**config.mk**
```make
export PLATFORM = sky130hd
export DESIGN_NAME = ctrl_temporizador_flat
export DESIGN_NICKNAME = d
export VERILOG_FILES = /design/src/rtl/ctrl_temporizador_if.sv /design/src/rtl/ctrl_temporizador.sv /design/src/flat_wrapper.sv
export SDC_FILE = /design/constraint.sdc
export NUM_CORES = 1
export LEC_CHECK = 0
export ABC_AREA = 1
export CORE_ASPECT_RATIO = 1.4
export CORE_MARGIN = 2
export CORE_UTILIZATION = 25
export DETAILED_ROUTE_END_ITERATION = 8
export GPL_ROUTABILITY_DRIVEN = 0
export MAX_ROUTING_LAYER = met4
export RECOVER_POWER = 50
export SYNTH_ARGS = -nofsm -noshare
export SYNTH_HDL_FRONTEND = slang
export SYNTH_SLANG_ARGS = --single-unit
```
**constraint.sdc**
```tcl
create_clock -name clk -period 2.1 [get_ports clk]
set_clock_uncertainty 0.2 [all_clocks]
set_input_delay 0.525 -clock clk [delete_from_list [all_inputs] [get_ports clk]]
set_output_delay 0.525 -clock clk [all_outputs]
set_load 0.02 [all_outputs]
```
**src/rtl/ctrl_temporizador_if.sv**
```systemverilog
// ctrl_temporizador_if: control/status bundle of the countdown timer controller
//   tiempo_def     seconds requested by the time-setting block
//   habil          enable switch level
//   pulso_inicio   start/resume pulse
//   pulso_pausa    pause pulse
//   pulso_cancelar cancel pulse
//   tiempo_rest    seconds remaining
//   estado         IDLE=0 RUN=1 PAUSE=2 DONE=3
//   fin            high while in DONE
//   alarma         one-cycle pulse on RUN->DONE
//   parpadeo       blink output, toggles each second in DONE
interface ctrl_temporizador_if;
  logic [4:0] tiempo_def;
  logic       habil;
  logic       pulso_inicio;
  logic       pulso_pausa;
  logic       pulso_cancelar;
  logic [4:0] tiempo_rest;
  logic [1:0] estado;
  logic       fin;
  logic       alarma;
  logic       parpadeo;
  modport master (
    output tiempo_def, habil, pulso_inicio, pulso_pausa, pulso_cancelar,
    input  tiempo_rest, estado, fin, alarma, parpadeo
  );
  modport slave (
    input  tiempo_def, habil, pulso_inicio, pulso_pausa, pulso_cancelar,
    output tiempo_rest, estado, fin, alarma, parpadeo
  );
endinterface

```
**src/rtl/ctrl_temporizador.sv**
```systemverilog
// ctrl_temporizador: countdown timer controller with pause, cancel and timed DONE blink
//   clk    system clock, rising edge
//   rst_n  asynchronous active-low reset
//   bus    ctrl_temporizador_if.slave: setting/enable/pulses in, remaining time and status out
module ctrl_temporizador #(
  parameter int SEG_DIV = 100000000,
  parameter int MAX_T   = 20,
  parameter int DONE_S  = 5
) (
  input  logic                 clk,
  input  logic                 rst_n,
  ctrl_temporizador_if.slave   bus
);
  localparam logic [1:0] IDLE  = 2'd0;
  localparam logic [1:0] RUN   = 2'd1;
  localparam logic [1:0] PAUSE = 2'd2;
  localparam logic [1:0] DONE  = 2'd3;
  localparam int CW = (SEG_DIV > 1) ? $clog2(SEG_DIV) : 1;
  localparam int DW = $clog2(DONE_S + 1);
  localparam logic [CW-1:0] CMAX = CW'(SEG_DIV - 1);
  localparam logic [DW-1:0] DMAX = DW'(DONE_S - 1);
  localparam logic [4:0]    TMAX = 5'(MAX_T);
  logic [1:0]    st;
  logic [4:0]    tr;
  logic          al, bl;
  logic [CW-1:0] cnt;
  logic [DW-1:0] dcnt;
  logic [4:0]    load, idle_tr;
  logic          tick, abort, go;
  always_comb begin
    load    = (bus.tiempo_def > TMAX) ? TMAX : bus.tiempo_def;
    idle_tr = bus.habil ? load : 5'd0;
    tick    = (st == RUN || st == DONE) && cnt == CMAX;
    abort   = bus.pulso_cancelar || !bus.habil;
    go      = bus.pulso_inicio && bus.habil && load != 5'd0;
  end
  // cnt is held in PAUSE so a resume continues the interrupted second; it sits at
  // zero in IDLE, and wraps to zero on the tick that enters DONE
  always_ff @(posedge clk or negedge rst_n)
    if (!rst_n) begin
      st   <= IDLE;
      tr   <= '0;
      al   <= 1'b0;
      bl   <= 1'b0;
      cnt  <= '0;
      dcnt <= '0;
    end else begin
      al   <= 1'b0;
      cnt  <= (st == RUN || st == DONE) ? (tick ? '0 : cnt + CW'(1)) : (st == PAUSE ? cnt : '0);
      dcnt <= (st == DONE) ? (tick ? dcnt + DW'(1) : dcnt) : '0;
      case (st)
        IDLE: begin
          tr <= idle_tr;
          if (go) st <= RUN;
        end
        RUN:
          if (abort) begin
            st <= IDLE;
            tr <= idle_tr;
          end else if (tick && tr == 5'd1) begin
            st <= DONE;
            tr <= '0;
            al <= 1'b1;
          end else begin
            if (tick) tr <= tr - 5'd1;
            if (bus.pulso_pausa) st <= PAUSE;
          end
        PAUSE:
          if (abort) begin
            st <= IDLE;
            tr <= idle_tr;
          end else if (bus.pulso_inicio) st <= RUN;
        DONE: begin
          if (tick) bl <= ~bl;
          if (abort || bus.pulso_inicio || (tick && dcnt == DMAX)) begin
            st <= IDLE;
            tr <= idle_tr;
            bl <= 1'b0;
          end
        end
        default: st <= IDLE;
      endcase
    end
  assign bus.estado      = st;
  assign bus.tiempo_rest = tr;
  assign bus.fin         = (st == DONE);
  assign bus.alarma      = al;
  assign bus.parpadeo    = bl;
endmodule
```
**src/flat_wrapper.sv**
```systemverilog
// flat-port wrapper written by rule: the top's interface ports become plain ports
module ctrl_temporizador_flat 
#(
  parameter int SEG_DIV = 100000000,
  parameter int MAX_T   = 20,
  parameter int DONE_S  = 5
)
  (clk, rst_n, bus_tiempo_def, bus_habil, bus_pulso_inicio, bus_pulso_pausa, bus_pulso_cancelar, bus_tiempo_rest, bus_estado, bus_fin, bus_alarma, bus_parpadeo);
  ctrl_temporizador_if bus_i ();
  input  logic clk;
  input  logic rst_n;
  input wire logic [$bits(bus_i.tiempo_def)-1:0] bus_tiempo_def;
  input wire logic [$bits(bus_i.habil)-1:0] bus_habil;
  input wire logic [$bits(bus_i.pulso_inicio)-1:0] bus_pulso_inicio;
  input wire logic [$bits(bus_i.pulso_pausa)-1:0] bus_pulso_pausa;
  input wire logic [$bits(bus_i.pulso_cancelar)-1:0] bus_pulso_cancelar;
  output wire logic [$bits(bus_i.tiempo_rest)-1:0] bus_tiempo_rest;
  output wire logic [$bits(bus_i.estado)-1:0] bus_estado;
  output wire logic [$bits(bus_i.fin)-1:0] bus_fin;
  output wire logic [$bits(bus_i.alarma)-1:0] bus_alarma;
  output wire logic [$bits(bus_i.parpadeo)-1:0] bus_parpadeo;
  assign bus_i.tiempo_def = bus_tiempo_def;
  assign bus_i.habil = bus_habil;
  assign bus_i.pulso_inicio = bus_pulso_inicio;
  assign bus_i.pulso_pausa = bus_pulso_pausa;
  assign bus_i.pulso_cancelar = bus_pulso_cancelar;
  assign bus_tiempo_rest = bus_i.tiempo_rest;
  assign bus_estado = bus_i.estado;
  assign bus_fin = bus_i.fin;
  assign bus_alarma = bus_i.alarma;
  assign bus_parpadeo = bus_i.parpadeo;
  ctrl_temporizador #(.SEG_DIV(SEG_DIV), .MAX_T(MAX_T), .DONE_S(DONE_S)) u_core (.clk(clk), .rst_n(rst_n), .bus(bus_i));
endmodule
```
======== Word level (Yosys, flattened, before mapping) ========
Index checks and enable logic that the tools add are counted.
storage, ports and cells
  logic and storage cells ................. 67
  output and inout port bits .............. 10
  input bits .............................. 11
  register bits after elaboration ......... 39
operators by class
  reduce and logical (&&, ||, !) cells .... 16
  add/sub/neg operators ................... 3
  bitwise operators ....................... 1
  mux-type cells .......................... 26
  equality and inequality tests ........... 14
  $lt $le $gt $ge ......................... 1
operators by type and width
  cell                                                                number
  27-bit 2-to-1 mux                                                   3
  5-bit 2-to-1 mux                                                    7
  27-bit by 1-bit adder with 27-bit output, second input constant     1
  27-bit == test, second input constant                               1
  5-bit case mux with 4 select lines                                  1
  2-bit 2-to-1 mux                                                    7
  2-bit by 1-bit != test with 1-bit output, second input constant     4
  2-bit case mux with 4 select lines                                  1
  3-bit 2-to-1 mux                                                    2
  5-bit by 1-bit == test with 1-bit output, second input constant     1
  5-bit > comparator, second input constant                           1
  1-bit logical AND                                                   5
  1-bit 2-to-1 mux                                                    5
  5-bit nonzero test                                                  1
  5-bit by 1-bit subtractor with 5-bit output, second input constant  1
  2-bit == test, second input constant                                2
  1-bit logical OR                                                    4
  4-bit by 2-bit != test with 1-bit output, second input constant     1
  4-bit by 3-bit != test with 1-bit output, second input constant     1
  4-bit AND reduction                                                 1
  3-bit by 1-bit adder with 3-bit output, second input constant       1
  3-bit == test, second input constant                                1
  3-bit by 2-bit != test with 1-bit output, second input constant     1
  3-bit AND reduction                                                 1
  7 further kinds                                                     7

======== Longest topological paths before layout ========
  word-level depth ........................ 7
  depth in mapped cells ................... 11
  gate-level depth less buffers ........... 11

======== Worst setup path after synthesis ========
OpenSTA, ideal clock, no wires.
  path kind ............................... flip-flop to flip-flop
  from .................................... register u_core.cnt[0]
  to ...................................... register u_core.st[0], in the netlist u_core.bus.estado[0]
  setup slack ............................. 0.304 ns
  library setup time ...................... 0.119 ns
  period minus slack after synthesis ...... 1.796 ns
  data required time ...................... 1.781 ns
  buffers on the path ..................... 0
  arrival ................................. 1.477 ns
  cell stages (with the launch flop) ...... 10
  path through ............................ dfrtp_1 -> ha_1 -> nand3_1 -> inv_1 -> nand2_4 -> nor2_8 -> nand3_1 -> nand2_1 -> nand2_1 -> o21a_1
between the ends
  longest elaborated chain between the ends .. 6
  elaborated cells on any way between the ends .. 11
  those cells by class .................... eq/ne (3); mux (3); reduce/logical (5)
ends and longest elaborated chain
  what                                                                          RTL line                                          RTL
  start, declared                                                               ctrl_temporizador.sv:26                           logic [CW-1:0] cnt;
  start signal, assigned                                                        ctrl_temporizador.sv:49                           cnt <= (st == RUN || st == DONE) ? (tick ? '0 : cnt + CW'(1)) : (st == PAUSE ? cnt : '0);
  27-bit == test (*)                                                            ctrl_temporizador.sv:33                           tick = (st == RUN || st == DONE) && cnt == CMAX;
  1-bit logical AND (*)                                                         ctrl_temporizador.sv:33
  1-bit logical AND, on equally long branches                                   ctrl_temporizador.sv:60, ctrl_temporizador.sv:75
  2-bit 2-to-1 mux or 1-bit logical OR (tied branches)                          ctrl_temporizador.sv:60, ctrl_temporizador.sv:75
  2-bit 2-to-1 mux or 2-bit by 1-bit != test with 1-bit output (tied branches)  --
  2-bit case mux with 4 select lines or 4-bit AND reduction (tied branches)     --
  end signal, assigned                                                          ctrl_temporizador.sv:54                           if (go) st <= RUN;
  end signal, assigned                                                          ctrl_temporizador.sv:58                           st <= IDLE;
  end signal, assigned                                                          ctrl_temporizador.sv:61                           st <= DONE;
  end, declared                                                                 ctrl_temporizador.sv:23                           logic [1:0] st;
Every way passes the cells marked *; elsewhere a longest branch is shown, timed or not.
A chain may end at the register's enable or synchronous reset.

======== Final worst setup path ========
  from .................................... register u_core.tr[3], in the netlist u_core.bus.tiempo_rest[3]
  to ...................................... output bus_tiempo_rest[3]
RTL lines
  what                    RTL line                 RTL
  start, declared         ctrl_temporizador.sv:24  logic [4:0] tr;
  start signal, assigned  ctrl_temporizador.sv:53  tr <= idle_tr;
  start signal, assigned  ctrl_temporizador.sv:59  tr <= idle_tr;
  start signal, assigned  ctrl_temporizador.sv:65  if (tick) tr <= tr - 5'd1;
  end, declared           flat_wrapper.sv:17       output wire logic [$bits(bus_i.tiempo_rest)-1:0] bus_tiempo_rest;
No word-level cell between the ends.

==> impl_metrics.py <==
metrics = {
    "route": {
        "num_vias": 2674,
        "totalWireLength_um": 7080,
        "ant_nets": 0,
        "drtIter0Drc": 149,
        "viasPerCell": 4.68,
        "wl_per_cell_um": 12.4,
        "drt_first_pass_iters": 4,
        "drc": 0,
    },
    "pwr": {
        "p_per_area_mw_per_mm2": 727,
        "p_seq_frac": 0.359,
        "p_int_uw": 1610,
        "swShare": 0.340,
        "p_leak_uw": 0.00161,
        "finalPower_uw": 2440,
        "p_switching_uw": 829,
        "ir_drop_uv": 365,
        "clockPowerShare": 0.332,
        "p_comb_frac": 0.308,
    },
    "logic_synthesis": {
        "synth_top_cell_by_area": "dfrtp_1",
        "syn_area_mm2": 0.00269,
        "synth_seq_cells": 39,
        "syn_avg_cell_area_um2": 6.93,
        "synth_area_leaders": "dfrtp_1, nand2_1, nand3_1",
        "yosysTopAreaCellShare": 0.363,
        "synth_cell_types": 29,
        "synth_nets": 404,
        "yosysSeqAreaShare": 0.363,
        "ys_warn_count": 0,
        "syn_inst": 388,
    },
    "timing": {
        "fmax_mhz": 489,
        "worst_pin_slew_ns": 1.04,
        "slew_headroom": 0.307,
        "hold_viol_final": 0,
        "slew_viol_final": 0,
        "rsz0062_at_grt": "false",
        "fin_crit_ns": 2.04,
        "finalCritPeriodShare": 0.973,
        "finalSetupViolCount": 0,
    },
    "global_route": {
        "grt_pass1_wl_um": 12400,
        "grt_max_degree": 23,
        "first_global_vias": 2683,
        "gr-usage-all-layers": 0.135,
        "grt_overflow": 0,
        "antenna_found_initial": 0,
    },
    "critical_path": {
        "crit_slowest_cell": "clkdlybuf4s50_1",
        "critical_path_required_ns": 1.37,
        "worst-endpoint-arrival_ns": 1.32,
        "path_max_fanout": 4,
        "max_stage_delay_ns": 0.63,
        "cp_top_family": "buffers and inverters",
        "worstSetupStartpointType": "flip-flop",
        "cp-end-kind": "output pin",
        "crit_type": "flip-flop to output pin",
        "worstPathCellList": "clkdlybuf4s50_1",
        "crit_buf_inv": 1,
    },
    "floorplan": {
        "core_area_mm2": 0.0104,
        "row_count": 44,
        "die_y_um": 127,
        "die_x_um": 91.6,
        "ioPinCount": 21,
        "start_util": 0.258,
        "die_area_mm2": 0.0116,
    },
    "cells_and_area": {
        "finish.utilization": 0.323,
        "drive_above_1_share": 0.122,
        "final_area_mm2": 0.00336,
        "fin_nets": 448,
        "n_antenna_cell": 0,
        "mostFrequentLayoutCells": "nand2_1, inv_1, nor2_1",
        "n_fill_cell": 1114,
        "flow.area_growth_from_synthesis_pct": 25.0,
        "final_common_cell": "nand2_1",
    },
    "min_path": {
        "min_path_type": "input port to async pin",
    },
    "clock_network": {
        "clk_latency_ns": 0.28,
        "numCtsBuffers": 5,
        "cts_buffer_depth": 2,
        "clockRootBuffer": "clkbuf_16",
        "h-tree-depth": 2,
        "clock_sinks": 39,
        "cts.clk_slew.worst_paths_ns": 0.06,
        "hold_buffers": 0,
        "cts_tree": "built",
    },
    "flow_run": {
        "cap_violations": 0,
    },
    "placement": {
        "placed_area_mm2": 0.00318,
        "port_buffers": 20,
        "hpwl_um": 5460,
    },
    "run_status": {
        "status": "completed",
    },
}
[cell usage after synthesis]
master	count
nor2_2	3
nor2_4	4
inv_1	47
nand2_2	5
nand3_1	40
xnor2_1	1
nor3_1	10
o22ai_1	6
nor2_8	1
nand4_1	15
nor3_2	1
nand3b_1	1
ha_1	5
nand2_4	3
nand2_1	116
o21ai_0	20
a21oi_4	1
dfrtp_1	39
clkbuf_1	2
o31ai_1	1
nor2_1	42
o21bai_1	2
a21oi_1	5
nor3_4	2
xor2_1	10
inv_2	3
nor3b_1	1
buf_2	1
o21a_1	1
[metrics by stage]
| step | hold slack (ns) | TNS (ns) | std cells | worst slack [ns] |
|---|---|---|---|---|
| floorplan | 0.0294 | 0 | 388 | 0.304 |
| global placement | 0.296 | -0.246 | 560 | -0.0758 |
| detailed placement | 0.310 | -0.454 | 560 | -0.0931 |
| CTS | 0.00565 | 0 | 568 | 0.0174 |
| global route | 0.307 | 0 | 571 | 0.00160 |
| finish | 0.201 | 0 | 571 | 0.0568 |
[power groups by stage]
| stage | Combinational, uW | Sequential, uW | Clock (uW) |
|---|---|---|---|
| floorplan | 361 | 933 | 0 |
| global placement | 752 | 888 | 0 |
| detailed placement | 754 | 892 | 0 |
| CTS | 745 | 878 | 829 |
| global route | 838 | 888 | 857 |
| finish | 752 | 877 | 811 |
[final cells by class]
type | count | area [um2] | share of cell area
clock buffers | 8 | 156 | 0.0466
inverters | 50 | 188 | 0.0559
multi-input cells | 296 | 1530 | 0.455
flip-flops and latches | 39 | 976 | 0.291
well taps | 138 | 173 | 0.0514
repair buffers | 40 | 339 | 0.101
[state kept, by name, indices dropped and copies added, names as in the netlist]
signal and flops:
u_core.bus.alarma 1, u_core.bus.estado 2, u_core.bus.parpadeo 1, u_core.bus.tiempo_rest 5, u_core.cnt 27, u_core.dcnt 3
[per-layer routing]
layer  wire [um]  global-route usage  vias up  part of all wire
met2        3840               0.245       68              0.54
met5           0                   -        -                 0
met4         136              0.0490        0             0.019
met3         248              0.0190        8             0.035
met1        2850               0.149     1251              0.40
li1            -                   -     1347                 -
[cell families (layout without fill, tap and decap cells)]
| group | count (synthesis) | in the layout | share of synthesized area |
|---|---|---|---|
| and+or+nand+nor | 244 | 244 | 0.426 |
| xor gates and xnor gates | 11 | 11 | 0.0358 |
| adders and majority gates | 5 | 5 | 0.0233 |
| AOI/OAI and AO/OA | 36 | 36 | 0.0778 |
| buffers and inverters | 53 | 98 | 0.0745 |
| DFF | 39 | 39 | 0.363 |
[final timing paths]
| kind | endpoint | start | depth (start not counted) | slack (ns) |
|---|---|---|---|---|
| max | bus_tiempo_rest[3] | u_core.bus.tiempo_rest[3]$_DFFE_PN0P_ | 1 | 0.06 |
| min | u_core.cnt[5]$_DFFE_PN0P_ | rst_n | 1 | 0.20 |
| max reg2reg | u_core.cnt[15]$_DFFE_PN0P_ | u_core.cnt[0]$_DFFE_PN0P_ | 11 | 0.13 |
| min reg2reg | u_core.dcnt[1]$_DFFE_PN0P_ | u_core.dcnt[1]$_DFFE_PN0P_ | 2 | 0.32 |
| max in group asynchronous | u_core.bus.tiempo_rest[1]$_DFFE_PN0P_ | rst_n | 2 | 0.36 |
| min in group clk | u_core.dcnt[1]$_DFFE_PN0P_ | u_core.dcnt[1]$_DFFE_PN0P_ | 2 | 0.32 |
[repair_timing]
item	in CTS	in global routing
setup endpoints to repair	4	15
setup buffers	0	3
resized for setup	4	6
endpoints found under the hold margin	0	0
pin swaps	0	2
No activity file was read; power rests on OpenSTA's default activity.
